File: config.mk
export PLATFORM = sky130hd
export DESIGN_NAME = collision_probe_flat
export DESIGN_NICKNAME = d
export VERILOG_FILES = /design/src/rtl/fbwg_pkg.sv /design/src/rtl/collision_probe_if.sv /design/src/rtl/probe_point_gen.sv /design/src/rtl/collision_probe.sv /design/src/flat_wrapper.sv
export SDC_FILE = /design/constraint.sdc
export NUM_CORES = 1
export LEC_CHECK = 0
export ABC_AREA = 1
export CORE_MARGIN = 2
export CORE_UTILIZATION = 60
export DETAILED_ROUTE_END_ITERATION = 7
export PLACE_DENSITY = 0.94
export SYNTH_ARGS = -nofsm -noshare
export SYNTH_HDL_FRONTEND = slang
export SYNTH_SLANG_ARGS = --single-unit
File: constraint.sdc
create_clock -name Clk -period 6.3 [get_ports Clk]
set_input_delay 1.26 -clock Clk [delete_from_list [all_inputs] [get_ports Clk]]
set_output_delay 1.26 -clock Clk [all_outputs]
set_load 0.01 [all_outputs]
File: src/rtl/fbwg_pkg.sv
// Shared definitions for the player-character blocks: screen and tile-map
// geometry, tile codes, the collision probe FSM states and the tile-map
// address helper.
package fbwg_pkg;

  // Tile map geometry: 16x16 pixel tiles, 40 columns across the screen
  localparam int TILE_SHIFT = 4;
  localparam int MAP_COLS   = 40;

  // Visible screen size in pixels
  localparam int SCREEN_W = MAP_COLS << TILE_SHIFT;
  localparam int SCREEN_H = 480;

  // Tile codes stored in the level ROM
  typedef enum logic [1:0] {
    EMPTY = 2'd0,
    WALL  = 2'd1,
    WATER = 2'd2,
    LAVA  = 2'd3
  } tile_t;

  // Collision probe sequencing states
  typedef enum logic [1:0] {
    IDLE   = 2'd0,
    SCAN   = 2'd1,
    DRAIN  = 2'd2,
    COMMIT = 2'd3
  } probe_state_t;

  // row*40 + col built from shifts: 32 + 8 columns per row
  function automatic logic [10:0] map_addr(input logic [10:0] row,
                                           input logic [10:0] col);
    return (row << 5) + (row << 3) + col;
  endfunction

endpackage

File: src/rtl/collision_probe_if.sv
// Bus between the collision probe, its tile-map ROM and the motion stage.
// The master side is the surrounding system (frame timing, position source,
// ROM data); the slave side is the probe itself.
interface collision_probe_if;

  logic        frame_start;
  logic [9:0]  pos_x;
  logic [9:0]  pos_y;
  logic [10:0] tile_addr;
  logic [1:0]  tile_data;
  logic        fLeft;
  logic        fRight;
  logic        fTop;
  logic        fBottom;
  logic        busy;
  logic        done;
  logic        overrun;

  modport master (
    output frame_start, pos_x, pos_y, tile_data,
    input  tile_addr, fLeft, fRight, fTop, fBottom, busy, done, overrun
  );

  modport slave (
    input  frame_start, pos_x, pos_y, tile_data,
    output tile_addr, fLeft, fRight, fTop, fBottom, busy, done, overrun
  );

endinterface

File: src/rtl/probe_point_gen.sv
// Combinational probe point generator: for probe index k around the latched
// character centre, produces the tile-map ROM address and whether the probe
// lies outside the visible screen (in which case the address is 0).
module probe_point_gen
  import fbwg_pkg::*;
#(
  parameter int HALF    = 13,
  parameter int STEP_X  = 3,
  parameter int STEP_UP = 5,
  parameter int STEP_DN = 2
) (
  input  logic [2:0]  k,
  input  logic [9:0]  x_c,
  input  logic [9:0]  y_c,
  output logic [10:0] tile_addr,
  output logic        off_screen
);

  localparam logic signed [10:0] H     = 11'(HALF);
  localparam logic signed [10:0] SX    = 11'(STEP_X);
  localparam logic signed [10:0] SU    = 11'(STEP_UP);
  localparam logic signed [10:0] SD    = 11'(STEP_DN);
  localparam logic signed [10:0] ONE   = 11'sd1;
  localparam logic signed [10:0] ZERO  = 11'sd0;
  localparam logic signed [10:0] X_MAX = 11'(SCREEN_W - 1);
  localparam logic signed [10:0] Y_MAX = 11'(SCREEN_H - 1);

  logic signed [10:0] xs;
  logic signed [10:0] ys;
  logic signed [10:0] px;
  logic signed [10:0] py;
  logic [10:0]        px_u;
  logic [10:0]        py_u;
  logic [10:0]        row;
  logic [10:0]        col;

  assign xs = signed'({1'b0, x_c});
  assign ys = signed'({1'b0, y_c});

  // Probe coordinates: pairs left, right, top, bottom, each pair inset one
  // pixel from the character corners along the edge being tested
  always_comb begin
    px = xs;
    py = ys;
    case (k)
      3'd0: begin px = xs - H - SX;  py = ys - H + ONE; end
      3'd1: begin px = xs - H - SX;  py = ys + H - ONE; end
      3'd2: begin px = xs + H + SX;  py = ys - H + ONE; end
      3'd3: begin px = xs + H + SX;  py = ys + H - ONE; end
      3'd4: begin px = xs - H + ONE; py = ys - H - SU;  end
      3'd5: begin px = xs + H - ONE; py = ys - H - SU;  end
      3'd6: begin px = xs - H + ONE; py = ys + H + SD;  end
      3'd7: begin px = xs + H - ONE; py = ys + H + SD;  end
      default: begin px = xs; py = ys; end
    endcase
  end

  // Off-screen check on the signed coordinates, then row/col address for
  // on-screen probes only
  always_comb begin
    off_screen = (px < ZERO) || (px > X_MAX) || (py < ZERO) || (py > Y_MAX);
    px_u       = px;
    py_u       = py;
    row        = py_u >> TILE_SHIFT;
    col        = px_u >> TILE_SHIFT;
    tile_addr  = off_screen ? 11'd0 : map_addr(row, col);
  end

endmodule

File: src/rtl/collision_probe.sv
// Per-frame terrain sensor for one player character. On frame_start it
// samples eight tile-map probe points around the character and publishes
// four "direction free" flags together, for the motion stage's next tick.
module collision_probe
  import fbwg_pkg::*;
#(
  parameter int         HALF    = 13,
  parameter int         STEP_X  = 3,
  parameter int         STEP_UP = 5,
  parameter int         STEP_DN = 2,
  parameter logic [1:0] SOLID   = 2'b01
) (
  input logic               Clk,
  input logic               Reset_n,
  collision_probe_if.slave  bus
);

  probe_state_t state;
  logic [2:0]   k;
  logic [1:0]   prev_dir;
  logic         prev_off;
  logic [9:0]   x_lat;
  logic [9:0]   y_lat;
  logic [3:0]   blk;
  logic [3:0]   blk_next;
  logic [3:0]   flags;
  logic         busy_q;
  logic         done_q;
  logic [10:0]  gen_addr;
  logic         gen_off;
  logic         probe_solid;

  probe_point_gen #(
    .HALF    (HALF),
    .STEP_X  (STEP_X),
    .STEP_UP (STEP_UP),
    .STEP_DN (STEP_DN)
  ) u_gen (
    .k          (k),
    .x_c        (x_lat),
    .y_c        (y_lat),
    .tile_addr  (gen_addr),
    .off_screen (gen_off)
  );

  // Fold the probe whose ROM data is arriving now into its direction's
  // blocked bit; an off-screen probe counts as solid regardless of the ROM
  always_comb begin
    probe_solid        = prev_off | (bus.tile_data == SOLID);
    blk_next           = blk;
    blk_next[prev_dir] = blk[prev_dir] | probe_solid;
  end

  // Scan sequencer: flags and done are loaded on the DRAIN edge so they
  // appear together in the COMMIT cycle, and never show partial results
  always_ff @(posedge Clk) begin
    if (!Reset_n) begin
      state    <= IDLE;
      k        <= 3'd0;
      prev_dir <= 2'd0;
      prev_off <= 1'b0;
      x_lat    <= 10'd0;
      y_lat    <= 10'd0;
      blk      <= 4'd0;
      flags    <= 4'd0;
      busy_q   <= 1'b0;
      done_q   <= 1'b0;
    end else begin
      done_q <= 1'b0;
      case (state)
        IDLE: begin
          if (bus.frame_start) begin
            x_lat  <= bus.pos_x;
            y_lat  <= bus.pos_y;
            blk    <= 4'd0;
            k      <= 3'd0;
            busy_q <= 1'b1;
            state  <= SCAN;
          end
        end
        SCAN: begin
          if (k != 3'd0) begin
            blk <= blk_next;
          end
          prev_dir <= k[2:1];
          prev_off <= gen_off;
          k        <= k + 3'd1;
          if (k == 3'd7) begin
            state <= DRAIN;
          end
        end
        DRAIN: begin
          blk    <= blk_next;
          flags  <= ~blk_next;
          done_q <= 1'b1;
          state  <= COMMIT;
        end
        COMMIT: begin
          busy_q <= 1'b0;
          state  <= IDLE;
        end
        default: state <= IDLE;
      endcase
    end
  end

  assign bus.tile_addr = (state == SCAN) ? gen_addr : 11'd0;
  assign bus.fLeft     = flags[0];
  assign bus.fRight    = flags[1];
  assign bus.fTop      = flags[2];
  assign bus.fBottom   = flags[3];
  assign bus.busy      = busy_q;
  assign bus.done      = done_q;
  assign bus.overrun   = busy_q & bus.frame_start & Reset_n;

endmodule

File: src/flat_wrapper.sv
// flat-port wrapper written by rule: the top's interface ports become plain ports
module collision_probe_flat import fbwg_pkg::*;
#(
  parameter int         HALF    = 13,
  parameter int         STEP_X  = 3,
  parameter int         STEP_UP = 5,
  parameter int         STEP_DN = 2,
  parameter logic [1:0] SOLID   = 2'b01
)
  (Clk, Reset_n, bus_frame_start, bus_pos_x, bus_pos_y, bus_tile_data, bus_tile_addr, bus_fLeft, bus_fRight, bus_fTop, bus_fBottom, bus_busy, bus_done, bus_overrun);
  collision_probe_if bus_i ();
  input logic Clk;
  input logic Reset_n;
  input wire logic [$bits(bus_i.frame_start)-1:0] bus_frame_start;
  input wire logic [$bits(bus_i.pos_x)-1:0] bus_pos_x;
  input wire logic [$bits(bus_i.pos_y)-1:0] bus_pos_y;
  input wire logic [$bits(bus_i.tile_data)-1:0] bus_tile_data;
  output wire logic [$bits(bus_i.tile_addr)-1:0] bus_tile_addr;
  output wire logic [$bits(bus_i.fLeft)-1:0] bus_fLeft;
  output wire logic [$bits(bus_i.fRight)-1:0] bus_fRight;
  output wire logic [$bits(bus_i.fTop)-1:0] bus_fTop;
  output wire logic [$bits(bus_i.fBottom)-1:0] bus_fBottom;
  output wire logic [$bits(bus_i.busy)-1:0] bus_busy;
  output wire logic [$bits(bus_i.done)-1:0] bus_done;
  output wire logic [$bits(bus_i.overrun)-1:0] bus_overrun;
  assign bus_i.frame_start = bus_frame_start;
  assign bus_i.pos_x = bus_pos_x;
  assign bus_i.pos_y = bus_pos_y;
  assign bus_i.tile_data = bus_tile_data;
  assign bus_tile_addr = bus_i.tile_addr;
  assign bus_fLeft = bus_i.fLeft;
  assign bus_fRight = bus_i.fRight;
  assign bus_fTop = bus_i.fTop;
  assign bus_fBottom = bus_i.fBottom;
  assign bus_busy = bus_i.busy;
  assign bus_done = bus_i.done;
  assign bus_overrun = bus_i.overrun;
  collision_probe #(.HALF(HALF), .STEP_X(STEP_X), .STEP_UP(STEP_UP), .STEP_DN(STEP_DN), .SOLID(SOLID)) u_core (.Clk(Clk), .Reset_n(Reset_n), .bus(bus_i));
endmodule
; ---- Yosys cells after proc, flatten, opt, wreduce, memory -nomap -nowiden
; Cells that the tools add are included.
[classes]
n_addsub = 15
n_lt_le_gt_ge = 6
eq_ne = 14
muxes = 20
bitwise = 5
n_reduce_logical = 23
[op_table]
columns = op, count
row1 = $pmux 11 s4, 2
row2 = $add 10x4->11 const B, 2
row3 = $add 11x2->11 const B, 2
row4 = $add 11x3->11 const B, 2
row5 = $lt 11x1->1 const B, 2
row6 = $mux 11, 2
row7 = $sub 10x4->11 const B, 2
row8 = $sub 11x2->11 const B, 2
row9 = $reduce_or 2->1, 8
row10 = $eq 3x3->1 const B, 4
row11 = $pmux 4 s3, 1
row12 = $add 11x10->11, 1
row13 = $add 11x7->11, 1
row14 = $gt 11x10->1 const B, 1
row15 = $gt 11x11->1 const B, 1
row16 = $sub 11x3->11 const B, 1
row17 = $sub 11x4->11 const B, 1
row18 = $mux 4, 2
row19 = $pmux 2 s4, 1
row20 = $reduce_and 2->1, 4
row21 = $eq 3x2->1 const B, 2
row22 = $pmux 3 s2, 1
row23 = $reduce_bool 3->1, 2
row24 = $bwmux 4, 1
row25 = 23 further kinds, 35
[word_totals]
ff_bits = 38
in_bits = 25

; ---- Depth between registers and ports, before layout
; Gate-level depths: netlist of run 1.
[logic_depth]
ltp_word = 9
mapped_depth = 33
depth_no_buf = 33

; ---- Cells and area by module
; From an unflattened synthesis of run 1, not the netlist that was laid out.
[unflattened]
cells_unflattened = 872
area_unflattened_um2 = 5123.7
[by_module_without_submodules]
columns = mod, instances, cells_per_inst, area_per_inst_um2, seq_area_each_um2
row1 = probe_point_gen, 1, 631, 3405.8, 0.0
row2 = collision_probe, 1, 241, 1717.9, 760.7

; ---- Least setup slack after synthesis of run 1
; Ideal clock, no wire load.
[synth_timing]
path_kind = reg-to-output
startpoint = register u_core.k[0]
endpoint = output bus_tile_addr[10]
t_arrival_ns = 3.914
setup_slack_ns = 1.126
path_stages_with_launch = 24
n_path_buf = 0
path_cell_list = dfxtp_1 > inv_1 > ha_1 > o21ai_0 > inv_1 > ha_1 > nand2_1 > nor2_1 > nor2_1 > nand2_1 > nand2_1 > nand3_1 > nand2_2 > inv_1 > fa_1 > inv_1 > fa_1 > nand3_1 > nand2_1 > nand2_1 > nand2_1 > a21oi_1 > xor2_1 > nor2_1
[synth_between]
elab_chain_cells = 9
[synth_rtl]
columns = element, line
row1 = "start, declared", collision_probe.sv:19  ; logic [2:0] k;
row2 = "start signal, assigned", collision_probe.sv:87  ; k <= k + 3'd1;
row3 = branches (longest 7 deep; another with $add 11x10->11), --
row4 = $mux 11 (*), probe_point_gen.sv:66  ; tile_addr = off_screen ? 11'd0 : map_addr(row, col);
row5 = $mux 11 (*), collision_probe.sv:107  ; assign bus.tile_addr = (state == SCAN) ? gen_addr : 11'd0;
row6 = "end, declared", flat_wrapper.sv:18  ; output wire logic [$bits(bus_i.tile_addr)-1:0] bus_tile_addr;
; Mark *: on every way between the ends.

; ---- Worst setup path in the final report of run 1
[layout_timing]
startpoint = register u_core.x_lat[1]
endpoint = output bus_tile_addr[8]
[layout_between]
elab_chain_cells = 9
[layout_rtl]
columns = element, line
row1 = "start, declared", collision_probe.sv:22  ; logic [9:0] x_lat;
row2 = "start signal, assigned", collision_probe.sv:73  ; x_lat <= bus.pos_x;
row3 = $add 10x4->11 or $sub 10x4->11 (tied branches), --
row4 = "$sub 11x2->11, or another cell as far along", "probe_point_gen.sv:51, probe_point_gen.sv:53"
row5 = $pmux 11 s4 (*), probe_point_gen.sv:45  ; case (k)
row6 = $lt 11x1->1 or $gt 11x11->1 (tied branches), probe_point_gen.sv:61  ; off_screen = (px < ZERO) || (px > X_MAX) || (py < ZERO) || (py > Y_MAX);
row7 = $logic_or 1x1->1 (3 in series), probe_point_gen.sv:61
row8 = $mux 11 (*), probe_point_gen.sv:66
row9 = $mux 11 (*), collision_probe.sv:107
; Every way passes the cells marked *; elsewhere a longest branch is shown, timed or not.

==> results.yml, run 1 <==
status:
  status: "finished, final reports clean"
place:
  io_buffers: 42
  dp_cells: 921
  place_area_um2: 5290
  globalplace.congestion: 0.981
  hpwlAfterDp_um: 9970
die:
  core-area_um2: 7730
  pin_count: 43
  placementRows: 32
  die_h_um: 93.5
  die_w_um: 93.5
  start_util: 0.622
  die_area_um2: 8740
cts:
  clk_pin_slew_ns: 0.08
  cts.hold.buffers_added: 0
  cts_sinks: 38
  cts_root_buf: "clkbuf_8"
  clock_latency_ns: 0.30
  htree_levels: 2
  cts_tree: "built"
  clock_path_buffers: 2
  cts_buffers: 5
yosys:
  syn_area_per_cell_um2: 6.08
  syn_inst: 790
  yosysWarningCount: 0
  ys_ff_latch: 38
  netlist_area_um2: 4800
  syn_nets: 870
  synth_cell_types: 40
  seq_area_frac_synth: 0.158
sta:
  finalSetupTns_ns: 0
  slew_viol_final: 0
  slew_headroom: 0.269
  final_hold_viol_count: 0
  worst_pin_slew_ns: 1.09
  timing.fmax_ghz: 0.165
  fin_crit_sh: 0.961
  setup_violations: 0
  fin_crit_ns: 6.05
  finalClockSkew_ns: 0.00832
layout:
  area_delta_synth_final_pct: 15.8
  stdcell_count: 935
  antennaDiodeCount: 0
  final_nets: 912
  fin_util: 0.720
  num-fill-cells: 609
  final_cell_mix: "nand2_1, inv_1, nand3_1, a21oi_1, o21ai_0"
  layout_commonest_cell: "nand2_1"
  drive_gt1_frac: 0.0912
  design_area_um2: 5560
drt:
  dr.pass1.iters: 6
  vias: 5217
  drc: 0
  avgRoutedWirePerCell_um: 13.4
  drt_iter0_drc: 393
  ant_nets: 0
  routed_wl_um: 12500
  viasPerCell: 5.58
grt:
  grt_pass1_vias: 4774
  grt_max_degree: 42
  grt_pass1_wl_um: 20600
  antenna_found_initial: 0
  grt_overflow: 0
  track_usage: 0.285
worst_hold_path:
  hp-class: "reg2reg"
setup_path:
  crit_family: "adder cells"
  slowest_stage: "clkdlybuf4s50_1"
  path_cells: "ha_2, inv_1, nand3_1, nand2_1, nor3_2, nand2_1, xor2_1, ha_1, inv_1, nor3_2, nand3_1, nand3_1, a21oi_1, o21ai_0, nand2_1, fa_1, inv_1, fa_1, nand3_1, nand2_1, nand2_1, nand2_1, nor2_2, clkdlybuf4s50_1"
  cp-end-kind: "output pin"
  crit_fanout: 4
  cp.buffers_inverters: 4
  cp_common_cell: "nand2_1"
  start_kind: "flop"
  max_stage_delay_ns: 0.55
  worstPathRequired_ns: 5.04
  crit_arrival_ns: 4.79
  path_class: "reg2out"
power_and_ir_drop:
  power_mw: 3.08
  p_per_area_nw_per_um2: 554
  irDropWorstVdd_uv: 310
  power.leakage_nw: 2.74
flow_run:
  drv_cap: 0
==> layer usage <==
| layer | global-route usage | part of all wire |
|---|---|---|
| met1 | 0.379 | 0.45 |
| met2 | 0.490 | 0.47 |
| met4 | 0.0858 | 0.014 |
| met5 | 0 | 0 |
| met3 | 0.0218 | 0.064 |
==> kinds of logic after synthesis <==
kind of cell | count (synthesis) | share of synthesized area
AND/OR/NAND/NOR | 366 | 0.345
AO/OA/AOI/OAI | 151 | 0.168
buffers and inverters | 145 | 0.118
adder cells (fa/ha/maj) | 55 | 0.146
flip-flops | 38 | 0.158
XOR/XNOR | 35 | 0.0638
==> report_power, final <==
group,internal [mW],leakage (nW),total (mW),switching [mW]
Sequential,0.310,0.314,0.395,0.0851
Clock,0.159,0.0683,0.250,0.0912
Combinational,0.927,2.36,2.44,1.51
==> layout make-up <==
| cell class | count | area [um^2] | area share |
|---|---|---|---|
| Clock buffer | 5 | 68.8 | 0.0124 |
| Clock inverter | 3 | 68.8 | 0.0124 |
| Inverter | 128 | 484 | 0.0871 |
| Multi-Input combinational cell | 607 | 3530 | 0.636 |
| Sequential cell | 38 | 764 | 0.137 |
| Tap cell | 102 | 128 | 0.0229 |
| Timing Repair Buffer | 52 | 513 | 0.0922 |
==> flip-flops by register name (all words and copies together) (netlist names), 2 cells and up <==
| name | cells |
|---|---|
| u_core.state | 2 |
| u_core.y_lat | 10 |
| u_core.blk | 4 |
| u_core.x_lat | 10 |
| u_core.k | 3 |
| u_core.flags | 4 |
| u_core.prev_dir | 2 |
==> repair_timing <==
item / 4_1_cts / 5_1_grt
buffers inserted: 3 / 3
endpoints found under the hold margin: 0 / 0
pin swaps: 0 / 3
endpoints found under the setup margin: 2 / 3
gates resized for setup: 5 / 11
==> Yosys cell counts, drive strengths merged <==
cell     count  area, um^2
a21o         3        22.5
fa           2        40.0
nand2      184         733
a31oi        6        37.5
xor2        30         263
o22ai        1        6.26
o21ai       63         315
buf          9        57.6
a2111oi      1        8.76
nand3       77         400
ha          53         663
xnor2        5        43.8
nor3         9        60.1
o21bai       2        15.0
and2         1        6.26
nand3b       1        7.51
or2          4        25.0
clkbuf       8        30.0
o21a         1        7.51
inv        128         480
o211ai       7        52.6
dfxtp       38         761
a21oi       66         334
a221oi       1        8.76
nand4       11        75.1
nor2        79         349
==> worst min-delay path, stage by stage, from the launching register on <==
cell,delay [ns]
dfxtp_1,0.33
nand2_1,0.07
a21oi_1,0.06
==> through the flow <==
stage          setup WS [ns]  hold slack [ns]
2_1_floorplan           1.13            0.458
3_3_place_gp           0.418            0.475
3_5_place_dp           0.298            0.481
4_1_cts               0.0462            0.494
5_1_grt              -0.0659            0.512
6_report               0.246            0.497
==> worst paths after layout <==
check                                        end  slack [ns]             from  cells after the start
worst max-delay path            bus_tile_addr[8]        0.25  u_core.x_lat[1]                     24
worst min-delay path               u_core.blk[2]        0.50    u_core.blk[2]                      2
worst max register to register   u_core.prev_off        2.59  u_core.y_lat[0]                     20
worst min register to register     u_core.blk[2]        0.50    u_core.blk[2]                      2
Power figures use the tool's default switching activity.
==> run 2, diff against run 1 <==
==> constraint.sdc (replaced) <==
create_clock -name Clk -period 5.6 [get_ports Clk]
set_input_delay 1.12 -clock Clk [delete_from_list [all_inputs] [get_ports Clk]]
set_output_delay 1.12 -clock Clk [all_outputs]
set_load 0.01 [all_outputs]
==> run 2 against run 1 <==
Compared with the run above: combinational power is 45% higher; sequential share of layout area decreased by 0.81 points; critical endpoint is now bus_tile_addr[9]; critical path type unchanged; largest power group unchanged; clock skew fell by 0.0041 ns.
==> results.yml, run 2 (synthesized netlist as in run 1, its figures left out) <==
die:
  start_util: 0.622
  die_w_um: 93.5
  placementRows: 32
  die_h_um: 93.5
  pin_count: 43
  die_area_um2: 8740
  core-area_um2: 7730
setup_path:
  r2r_slack_ns: 2.11
  worstSetupStartpoint: "u_core.x_lat[1]"
  max_stage_delay_ns: 0.40
  rr_startpoint: "u_core.x_lat[1]"
  worstPathRequired_ns: 4.48
  endpoint: "bus_tile_addr[9]"
  crit_fanout: 5
  path_class: "reg2out"
  crit_arrival_ns: 4.40
  reg2reg_to: "u_core.prev_off"
  start_kind: "flop"
  slowest_stage: "dfxtp_4"
  ff2ff_path_depth: 25
  cp-end-kind: "output pin"
grt:
  grt_pass1_wl_um: 21800
  grt_overflow: 0
  antenna_found_initial: 0
  track_usage: 0.299
  grt_pass1_vias: 4974
  grt_max_degree: 42
sta:
  slew_viol_final: 0
  rsz0062_at_grt: "yes"
  timing.final.ws_setup_ns: 0.0780
  final_hold_viol_count: 0
  fin_crit_ns: 5.52
  finalSetupTns_ns: 0
  whs_ns: 0.497
  worst_pin_slew_ns: 1.18
  timing.fmax_ghz: 0.181
  setup_violations: 0
  finalClockSkew_ns: 0.00420
  slew_headroom: 0.207
  fin_crit_sh: 0.986
cts:
  clk_pin_slew_ns: 0.08
  cts.hold.buffers_added: 0
  cts_sinks: 38
  cts_root_buf: "clkbuf_8"
  clock_path_buffers: 2
  cts_buffers: 5
  cts_tree: "built"
  clock_latency_ns: 0.29
  htree_levels: 2
layout:
  antennaDiodeCount: 0
  final_nets: 941
  final_cell_mix: "nand2_1, inv_1, nand3_1, nor2_1, a21oi_1"
  layout_commonest_cell: "nand2_1"
  top_regs: "u_core.x_lat: 10 flops, u_core.y_lat: 10 flops"
  drive_gt1_frac: 0.177
  area_delta_synth_final_pct: 24.5
  stdcell_count: 964
place:
  hpwlAfterDp_um: 10200
  globalplace.congestion: 0.945
  pre_cts_ws_ns: -0.169
  dp_cells: 946
  io_buffers: 42
worst_hold_path:
  hp-start: "u_core.flags[3]"
  whs_path_depth: 2
  hp-class: "reg2reg"
drt:
  dr.pass1.iters: 7
  vias: 5499
  ant_nets: 0
  drc: 0
  drt_iter0_drc: 431
  avgRoutedWirePerCell_um: 14.6
  routed_wl_um: 14000
  viasPerCell: 5.70
power_and_ir_drop:
  irDropWorstVdd_uv: 476
  p_per_area_nw_per_um2: 713
  power.leakage_nw: 2.92
status:
  status: "finished, final reports clean"
flow_run:
  drv_cap: 0
## run 2: cell types whose count changed in the layout (fill, tap and decap cells not counted), sizes merged
| cell | change |
|---|---|
| dlymetal6s2s | -1 |
| dlygate4sd2 | +2 |
| clkbuf | +1 |
| buf | +31 |
| clkdlybuf4s50 | -4 |
## run 2: worst min-delay path by stage
stage                                 end
after floorplan             u_core.blk[3]
after global placement    u_core.flags[2]
after detailed placement  u_core.flags[3]
after CTS                   u_core.blk[1]
after global routing        u_core.blk[1]
final                     u_core.flags[3]
## run 2: worst max-delay path: cells and delay by family, from the launching register on
| kind | cells | cell delay, ns |
|---|---|---|
| AOI/OAI and AO/OA | 5 | 0.60 |
| xor gates and xnor gates | 1 | 0.14 |
| adders and majority gates | 4 | 0.95 |
| buffers and inverters | 5 | 0.43 |
| DFF | 1 | 0.40 |
| and+or+nand+nor | 16 | 1.57 |
## run 2: cell type report
cell class	instances	area (um^2)
inverters	128	484
multi-input cells	607	3750
well taps	102	128
flip-flops and latches	38	773
clock buffers	5	68.8
fillers	566	1750
clock inverters	3	68.8
repair buffers	81	706
## run 2: metal layers
metal  global-route usage  wire length (um)
met3               0.0234               950
met1                0.408              6030
met5                    0                 0
met2                0.505              6740
met4               0.0833               310
## run 2: metrics by stage
step	util	instance area [um^2]	power, mW
after floorplan	-	4800	2.54
after global placement	0.709	5480	3.25
after detailed placement	0.709	5480	3.37
after CTS	0.731	5650	3.75
after global routing	0.774	5980	4.68
final	0.774	5980	4.26
## run 2: timing repair
action	4_1_cts	5_1_grt
pin swaps	3	25
endpoints found under the setup margin	6	11
resized for setup	14	77
endpoints found under the hold margin	0	0
setup buffers	1	9
## run 2: power breakdown
part	internal, mW	switching, mW	total [mW]
clock network	0.179	0.105	0.284
logic	1.53	2.01	3.54
registers	0.351	0.0927	0.443
total	2.06	2.20	4.26
